[src/rtl/btn_event_ctrl.sv]
// Button gesture sequencer: debounced level in, one-cycle press/release/click/dbl/long/repeat pulses out.
// Optional auto-repeat in HELD when BTN_EVENT_REPEAT_EN is defined; release/repeat carry _ev since both are SV keywords.
module btn_event_ctrl #(
  parameter int TICK_DIV  = 100000,
  parameter int LONG_MS   = 800,
  parameter int DBL_MS    = 250,
  parameter int REPEAT_MS = 100
) (
  input  logic clk,
  input  logic rst,
  input  logic btn_in,
  output logic press,
  output logic release_ev,
  output logic click,
  output logic dbl_click,
  output logic long_press,
  output logic repeat_ev,
  output logic busy
);

  // state | meaning
  // IDLE  | waiting for first press
  // DOWN1 | first press held, timing long-press
  // WAIT2 | released once, timing gap for a second press
  // DOWN2 | second press held, timing long-press
  // HELD  | long-press declared, waiting for release (auto-repeat if enabled)
  typedef enum logic [2:0] {IDLE, DOWN1, WAIT2, DOWN2, HELD} state_t;

  localparam int PW = (TICK_DIV > 2) ? $clog2(TICK_DIV) : 1;

  state_t     state, state_nxt;
  logic [PW-1:0] presc;
  logic [11:0] ms_cnt;
  logic       btn_q;
  logic       tick, rise, fall, ms_clr;
  logic       to_long, to_dbl;
  logic       press_nxt, release_nxt, click_nxt, dbl_nxt, long_nxt;

  assign tick    = (presc == PW'(TICK_DIV - 1));
  assign rise    = btn_in & ~btn_q;
  assign fall    = ~btn_in & btn_q;
  assign to_long = tick && (ms_cnt == 12'(LONG_MS));
  assign to_dbl  = tick && (ms_cnt == 12'(DBL_MS));
  assign busy    = (state != IDLE);

`ifdef BTN_EVENT_REPEAT_EN
  logic to_rpt, rpt_nxt;
  // HELD entry and each repeat land on a tick, so compare one short to get an exact REPEAT_MS period.
  assign to_rpt = tick && (ms_cnt == 12'(REPEAT_MS - 1));
  assign ms_clr = (state_nxt != state) || rpt_nxt;
`else
  assign ms_clr    = (state_nxt != state);
  assign repeat_ev = 1'b0;
`endif

  always_comb begin
    state_nxt   = state;
    press_nxt   = 1'b0;
    release_nxt = 1'b0;
    click_nxt   = 1'b0;
    dbl_nxt     = 1'b0;
    long_nxt    = 1'b0;
`ifdef BTN_EVENT_REPEAT_EN
    rpt_nxt     = 1'b0;
`endif
    case (state)
      IDLE: if (rise) begin
        press_nxt = 1'b1;
        state_nxt = DOWN1;
      end
      DOWN1: if (fall) begin
        release_nxt = 1'b1;
        state_nxt   = WAIT2;
      end else if (to_long) begin
        long_nxt  = 1'b1;
        state_nxt = HELD;
      end
      WAIT2: if (rise) begin
        press_nxt = 1'b1;
        state_nxt = DOWN2;
      end else if (to_dbl) begin
        click_nxt = 1'b1;
        state_nxt = IDLE;
      end
      DOWN2: if (fall) begin
        release_nxt = 1'b1;
        dbl_nxt     = 1'b1;
        state_nxt   = IDLE;
      end else if (to_long) begin
        long_nxt  = 1'b1;
        state_nxt = HELD;
      end
      HELD: if (fall) begin
        release_nxt = 1'b1;
        state_nxt   = IDLE;
      end
`ifdef BTN_EVENT_REPEAT_EN
      else if (to_rpt) begin
        rpt_nxt = 1'b1;
      end
`endif
      default: state_nxt = IDLE;
    endcase
  end

  always_ff @(posedge clk) begin
    if (rst) begin
      state      <= IDLE;
      btn_q      <= 1'b0;
      presc      <= '0;
      ms_cnt     <= '0;
      press      <= 1'b0;
      release_ev <= 1'b0;
      click      <= 1'b0;
      dbl_click  <= 1'b0;
      long_press <= 1'b0;
    end else begin
      state      <= state_nxt;
      btn_q      <= btn_in;
      presc      <= tick ? '0 : presc + PW'(1);
      if (ms_clr)
        ms_cnt <= '0;
      else if (tick && ms_cnt != 12'hfff)
        ms_cnt <= ms_cnt + 12'd1;
      press      <= press_nxt;
      release_ev <= release_nxt;
      click      <= click_nxt;
      dbl_click  <= dbl_nxt;
      long_press <= long_nxt;
    end
  end

`ifdef BTN_EVENT_REPEAT_EN
  always_ff @(posedge clk) begin
    if (rst) repeat_ev <= 1'b0;
    else     repeat_ev <= rpt_nxt;
  end
`endif

endmodule
[config.mk]
export PLATFORM = sky130hd
export DESIGN_NAME = btn_event_ctrl
export DESIGN_NICKNAME = d
export VERILOG_FILES = /design/src/rtl/btn_event_ctrl.sv
export SDC_FILE = /design/constraint.sdc
export NUM_CORES = 1
export LEC_CHECK = 0
export CAP_MARGIN = 15
export CORE_MARGIN = 2
export CORE_UTILIZATION = 45
export DETAILED_ROUTE_END_ITERATION = 12
export PLACE_DENSITY = 0.62
export SLEW_MARGIN = 20
export SYNTH_ARGS = -nofsm -noshare
export SYNTH_HDL_FRONTEND = slang
export SYNTH_SLANG_ARGS = --single-unit
[constraint.sdc]
create_clock -name clk -period 2 [get_ports clk]
set_input_delay 0.2 -clock clk [delete_from_list [all_inputs] [get_ports clk]]
set_output_delay 0.2 -clock clk [all_outputs]
set_load 0.02 [all_outputs]
### Yosys cells after proc, flatten, opt, wreduce, memory -nomap -nowiden

Index checks and enable logic that the tools add are counted.

| storage, ports and cells | value |
|---|---|
| bits of input ports | 3 |
| bits in registers | 38 |
| output and inout bits | 7 |

| cells by class | value |
|---|---|
| muxes and demuxes | 12 |
| bitwise operators | 9 |
| equality and inequality tests | 9 |
| add/sub/neg operators | 2 |
| reductions and logical operators | 15 |

Operator list:

| operator | count |
|---|---|
| $mux 3 | 7 |
| $add 17x1->17 const B | 1 |
| $eq 17x17->1 const B | 1 |
| $pmux 3 s5 | 1 |
| $reduce_or 2->1 | 7 |
| $add 12x1->12 const B | 1 |
| $eq 12x10->1 const B | 1 |
| $eq 12x8->1 const B | 1 |
| $ne 12x12->1 const B | 1 |
| $reduce_or 3->1 | 3 |
| $not 1->1 | 7 |
| $eq 3x2->1 const B | 2 |
| $mux 1 | 4 |
| $eq 3x1->1 const B | 1 |
| $eq 3x3->1 const B | 1 |
| $logic_and 1x1->1 | 3 |
| $logic_not 3->1 | 1 |
| $ne 3x3->1 | 1 |
| $reduce_bool 3->1 | 1 |
| $and 1x1->1 | 2 |

### Longest topological paths before layout

| logic depth | value |
|---|---|
| depth after elaboration | 7 |
| mapped depth | 8 |

### Least setup slack after synthesis

OpenSTA, ideal clock, no wires.

| timing | value |
|---|---|
| path kind | register to register |
| start point | register presc[0] |
| end point | register ms_cnt[11] |
| required time | 1871 ps |
| data arrival time | 1993 ps |
| setup slack | -123 ps |
| cell stages (with the launch flop) | 9 |
| path through | dfxtp_1 > ha_1 > and4_1 > buf_4 > nand4_4 > or4_1 > a31oi_2 > buf_4 > a211oi_1 |

| between the ends | value |
|---|---|
| longest elaborated chain between the ends | 7 |
| elaborated cells on any way between the ends | 12 |
| those cells by class | eq/ne (2); mux (6); reduce/logical (4) |

Ends and longest elaborated chain:

| what | line | RTL |
|---|---|---|
| start: declaration | 32 | `logic [PW-1:0] presc;` |
| start signal: assignment | 120 | `presc <= tick ? '0 : presc + PW'(1);` |
| $eq 17x17->1 (*) | 39 | `assign tick = (presc == PW'(TICK_DIV - 1));` |
| $logic_and 1x1->1, on equally long branches | 42, 43 |  |
| $mux 3, on equally long branches | 74, 89, 81 |  |
| $mux 3, on equally long branches | 85, 71, 78 |  |
| $pmux 3 s5 | 66 | `case (state)` |
| $ne 3x3->1 | 52 | `assign ms_clr = (state_nxt != state);` |
| $reduce_or 2->1 (no source line) | - |  |
| end signal: assignment | 124 | `ms_cnt <= ms_cnt + 12'd1;` |
| end: declaration | 33 | `logic [11:0] ms_cnt;` |

Every way passes the cells marked *; elsewhere a longest branch is shown, timed or not.
A chain may end at the register's enable or synchronous reset.

### Final worst setup path

| timing | value |
|---|---|
| start point | register presc[12] |
| end point | register ms_cnt[11] |

Same word-level chain as after synthesis.

==> results.txt <==
* Count of nets left with antenna violations after detail routing: 0
* Arrival @ worst endpoint: between 2 and 2.5 ns
* Class of the worst hold path: flip-flop to flip-flop
- Gate family responsible for the most delay along the worst path: simple AND/OR/NAND/NOR gates
- The detailed router finished its first iteration with between 100 and 150 violations.
- Worst slack at placement: ~0.042 ns
- Total clock buffers created by CTS: 5
- Number of buffers on the longest clock path: 2
* Clock-pin slew on the worst setup and hold paths: 0.07 ns
- Cell leakage power: just under 0.9 nW
* Net count, final: 268
- Dividing the detail-routed wire length by the instance count gives around 14 µm.
* Maximum number of pins on one net before global-route repair: 18
- Share of layout cells above drive strength 1: 0.2176
- Yosys instantiated no cell more often than dfxtp_1.
* Die height: 69.65 µm
- Antenna violations before repair: 0
* Worst reg-to-reg path cell count: 6
- In the post-synthesis netlist, the biggest area contributors are dfxtp_1, xnor2_1, nor2_1.
* Proportion of synthesized flip-flops having asynchronous set or reset: 0
- Period utilization: 0.9664
- The first detailed-routing pass ran for 4 iterations.
- By count the netlist is led by dfxtp_1, nor2_1, nor3_1, nand3_1, xnor2_1.
* Avg Inst Size Synth: around 8.7 µm²
* Wire length on met3: roughly 230 µm
- Final routed wirelength across all metal layers: approximately 4200 µm
* Yosys warns: 0
* Input/output buffers: 8
- Setup repair after global routing could not meet its margin everywhere.
* Result of the run: finished, final reports clean
- The final route contains 1737 vias.
- Summed over all layers, the global routing overflow is 0.
- Critical Path, Cell by Cell: nor4b_4, nand4_4, or4_4, a31oi_4, buf_12, a211oi_1
- Across every metal layer, demand over resource in global routing totals 0.1852.
* Post-synthesis instance area: between 0.0015 and 0.002 mm²
* Worst stage delay on the critical path: approximately 0.56 ns
* Power density normalized to cell area: 590.9 mW/mm²
- Fin cells: 312
* Top-level I/O count: 10
* Hold buffer count at CTS: 0
- Of all nets on the critical path, the largest fanout is 12.
- Share of synthesized area occupied by flip-flops and latches: 0.3923
- Die extent in x: around 70 µm
* Final Setup Violations: 0
- After detailed routing, the wire length on met1 is ~2000 µm.
* Cell variety after synth: 46
- In the routed design, unresolved DRC markers number 0.
- The design draws 1.427 mW.
* Half-perimeter wire length after detailed placement: around 3100 µm
- In this run the clock root is driven by a clkbuf_8.
* Crit-path slowest cell: or4_4
* Min setup slack post-route: about 0.067 ns
- Met2 wire length: roughly 2000 µm
- The hold violation count in the final report was 0.
* Via-to-Cell Ratio: about 5.6
- The number of buffers and inverters on the critical path is 1.
* Number of max-cap violations: 0
- Number of gates on the worst path with buffers counted: 6
- Latest clock arrival within the worst-skew pair: 0.29 ns
* Nets in the synthesized netlist: between 200 and 250
* Global-route wire length before repair: 7314 µm
- After routing the design area is approximately 0.0024 mm².
- Including well taps, the total number of placed cells is approximately 300.
- Layout Area Growth over Synthesis: 24.52%
* Setup clock skew after layout: 0.007687 ns
- Measured on the finished design, the core utilization comes to 0.5909.
* Worst-case hold slack: ~0.5 ns
* Area share of the leading cell type in the synthesized netlist: 0.3923
- Worst ir drop on vdd: ~0.42 mV
- The most used flip-flop cell after synthesis is dfxtp_1.
- Sum Neg Setup Slack: 0 ns
- Effective utilization at floorplan: 0.4746
- Area of the die: roughly 0.0049 mm²
- The initialized floorplan defines 23 standard-cell rows.
* Slew Viols, Final: 0
- Required @ worst endpoint: 2.17 ns
- The number of antenna diodes in the final layout is 0.
- Kind of start point of the critical path: flip-flop
* Max layer used: met4
- Number of cells produced by synthesis: about 220
* Number of clock sinks: 38
- Final worst path period need: ~1.9 ns
- Kind of critical path: flip-flop to flip-flop
- Number of enable-type register cells in the synthesized netlist: 0
* H-tree depth reported by CTS: 2
* Final weighted congestion in routability-driven placement: 0.7893
* Placeable Area: around 0.004 mm²
- Critical path endpoint category: flip-flop
- TritonCTS clock tree: built
- Via count of the first global-routing pass: 1662
- The worst hold path was traced through 2 stages.
- Cell accounting for the most synthesized area: dfxtp_1
- Counting flops and latches in the post-synthesis netlist gives 38.
* Maximum achievable frequency: between 0.5 and 0.6 GHz
* Cell area reported after detailed placement: approximately 0.0023 mm²
what timing repair did:
item | in CTS | in global routing
buffers inserted | 0 | 2
resized for setup | 0 | 3
endpoints found under the setup margin | 0 | 13
endpoints found under the hold margin | 0 | 0
final cells by class:
class | count | area [µm²]
Clock inverter | 1 | 5.005
Multi-Input combinational cell | 167 | 1120
Inverter | 6 | 22.52
Tap cell | 50 | 62.56
Sequential cell | 38 | 763.2
Timing Repair Buffer | 43 | 355.3
Fill cell | 376 | 1672
Clock buffer | 7 | 86.33
path summary, 6_finish.rpt:
path,startpoint,end,slack [ns]
max reg2reg,presc[12],ms_cnt[11],0.07
max,presc[12],ms_cnt[11],0.07
min,btn_q,dbl_click,0.51
min reg2reg,btn_q,dbl_click,0.51
power breakdown:
part	internal [mW]	leakage (nW)	total, mW	switching, mW
logic	0.0480	0.518	0.107	0.0586
clock network	0.278	0.0482	0.543	0.265
registers	0.767	0.308	0.777	0.0103
total	1.09	0.874	1.43	0.334
cells by family after synthesis:
logic type | after synthesis | share of synthesized area
flops | 38 | 0.3923
simple gates | 120 | 0.3581
xor+xnor | 21 | 0.09484
other cells | 1 | 0.001934
buf+inv | 19 | 0.04774
mux | 2 | 0.01032
compound gates | 19 | 0.06902
fa+ha+maj | 4 | 0.02581
worst register-to-register path, cell delays in order, from the launching register on:
cell and delay (ns):
dfxtp_1 0.34, nor4b_4 0.36, nand4_4 0.16, or4_4 0.56
a31oi_4 0.20, buf_12 0.15, a211oi_1 0.05
layout by cell type, fill, tap and decap left out, drive strengths merged, types with 2 or more instances in the layout:
| master | synthesis | layout |
|---|---|---|
| xor2 | 8 | 8 |
| xnor2 | 13 | 13 |
| and2 | 3 | 3 |
| nor2b | 3 | 3 |
| buf | 5 | 35 |
| nand3 | 15 | 15 |
| and4 | 4 | 4 |
| and3 | 2 | 2 |
| nand4b | 2 | 2 |
| nor4b | 4 | 4 |
| nand4 | 8 | 8 |
| nor4 | 5 | 5 |
| ha | 4 | 4 |
| nor3 | 20 | 20 |
| a22oi | 2 | 2 |
| or4 | 3 | 3 |
| or3 | 5 | 5 |
| nand2b | 3 | 3 |
| clkdlybuf4s50 | 0 | 8 |
| o31ai | 2 | 2 |
| o21ai | 3 | 3 |
| mux2i | 2 | 2 |
| and4bb | 2 | 2 |
| nor2 | 27 | 27 |
| clkbuf | 8 | 7 |
| nand2 | 11 | 11 |
| dfxtp | 38 | 38 |
| a211oi | 3 | 3 |
| a21oi | 5 | 5 |
| inv | 6 | 6 |
state kept, by name, indices dropped and copies added (netlist names):
name	count
press	1
click	1
dbl_click	1
release_ev	1
long_press	1
ms_cnt	12
state	3
presc	17
btn_q	1
per-layer routing:
metal  global-route usage  up-vias
met5                    0        -
met4              0.06624        0
met3              0.05087        5
met2               0.3002       43
met1               0.2365      817
li1                     -      872
Power figures use the tool's default switching activity.
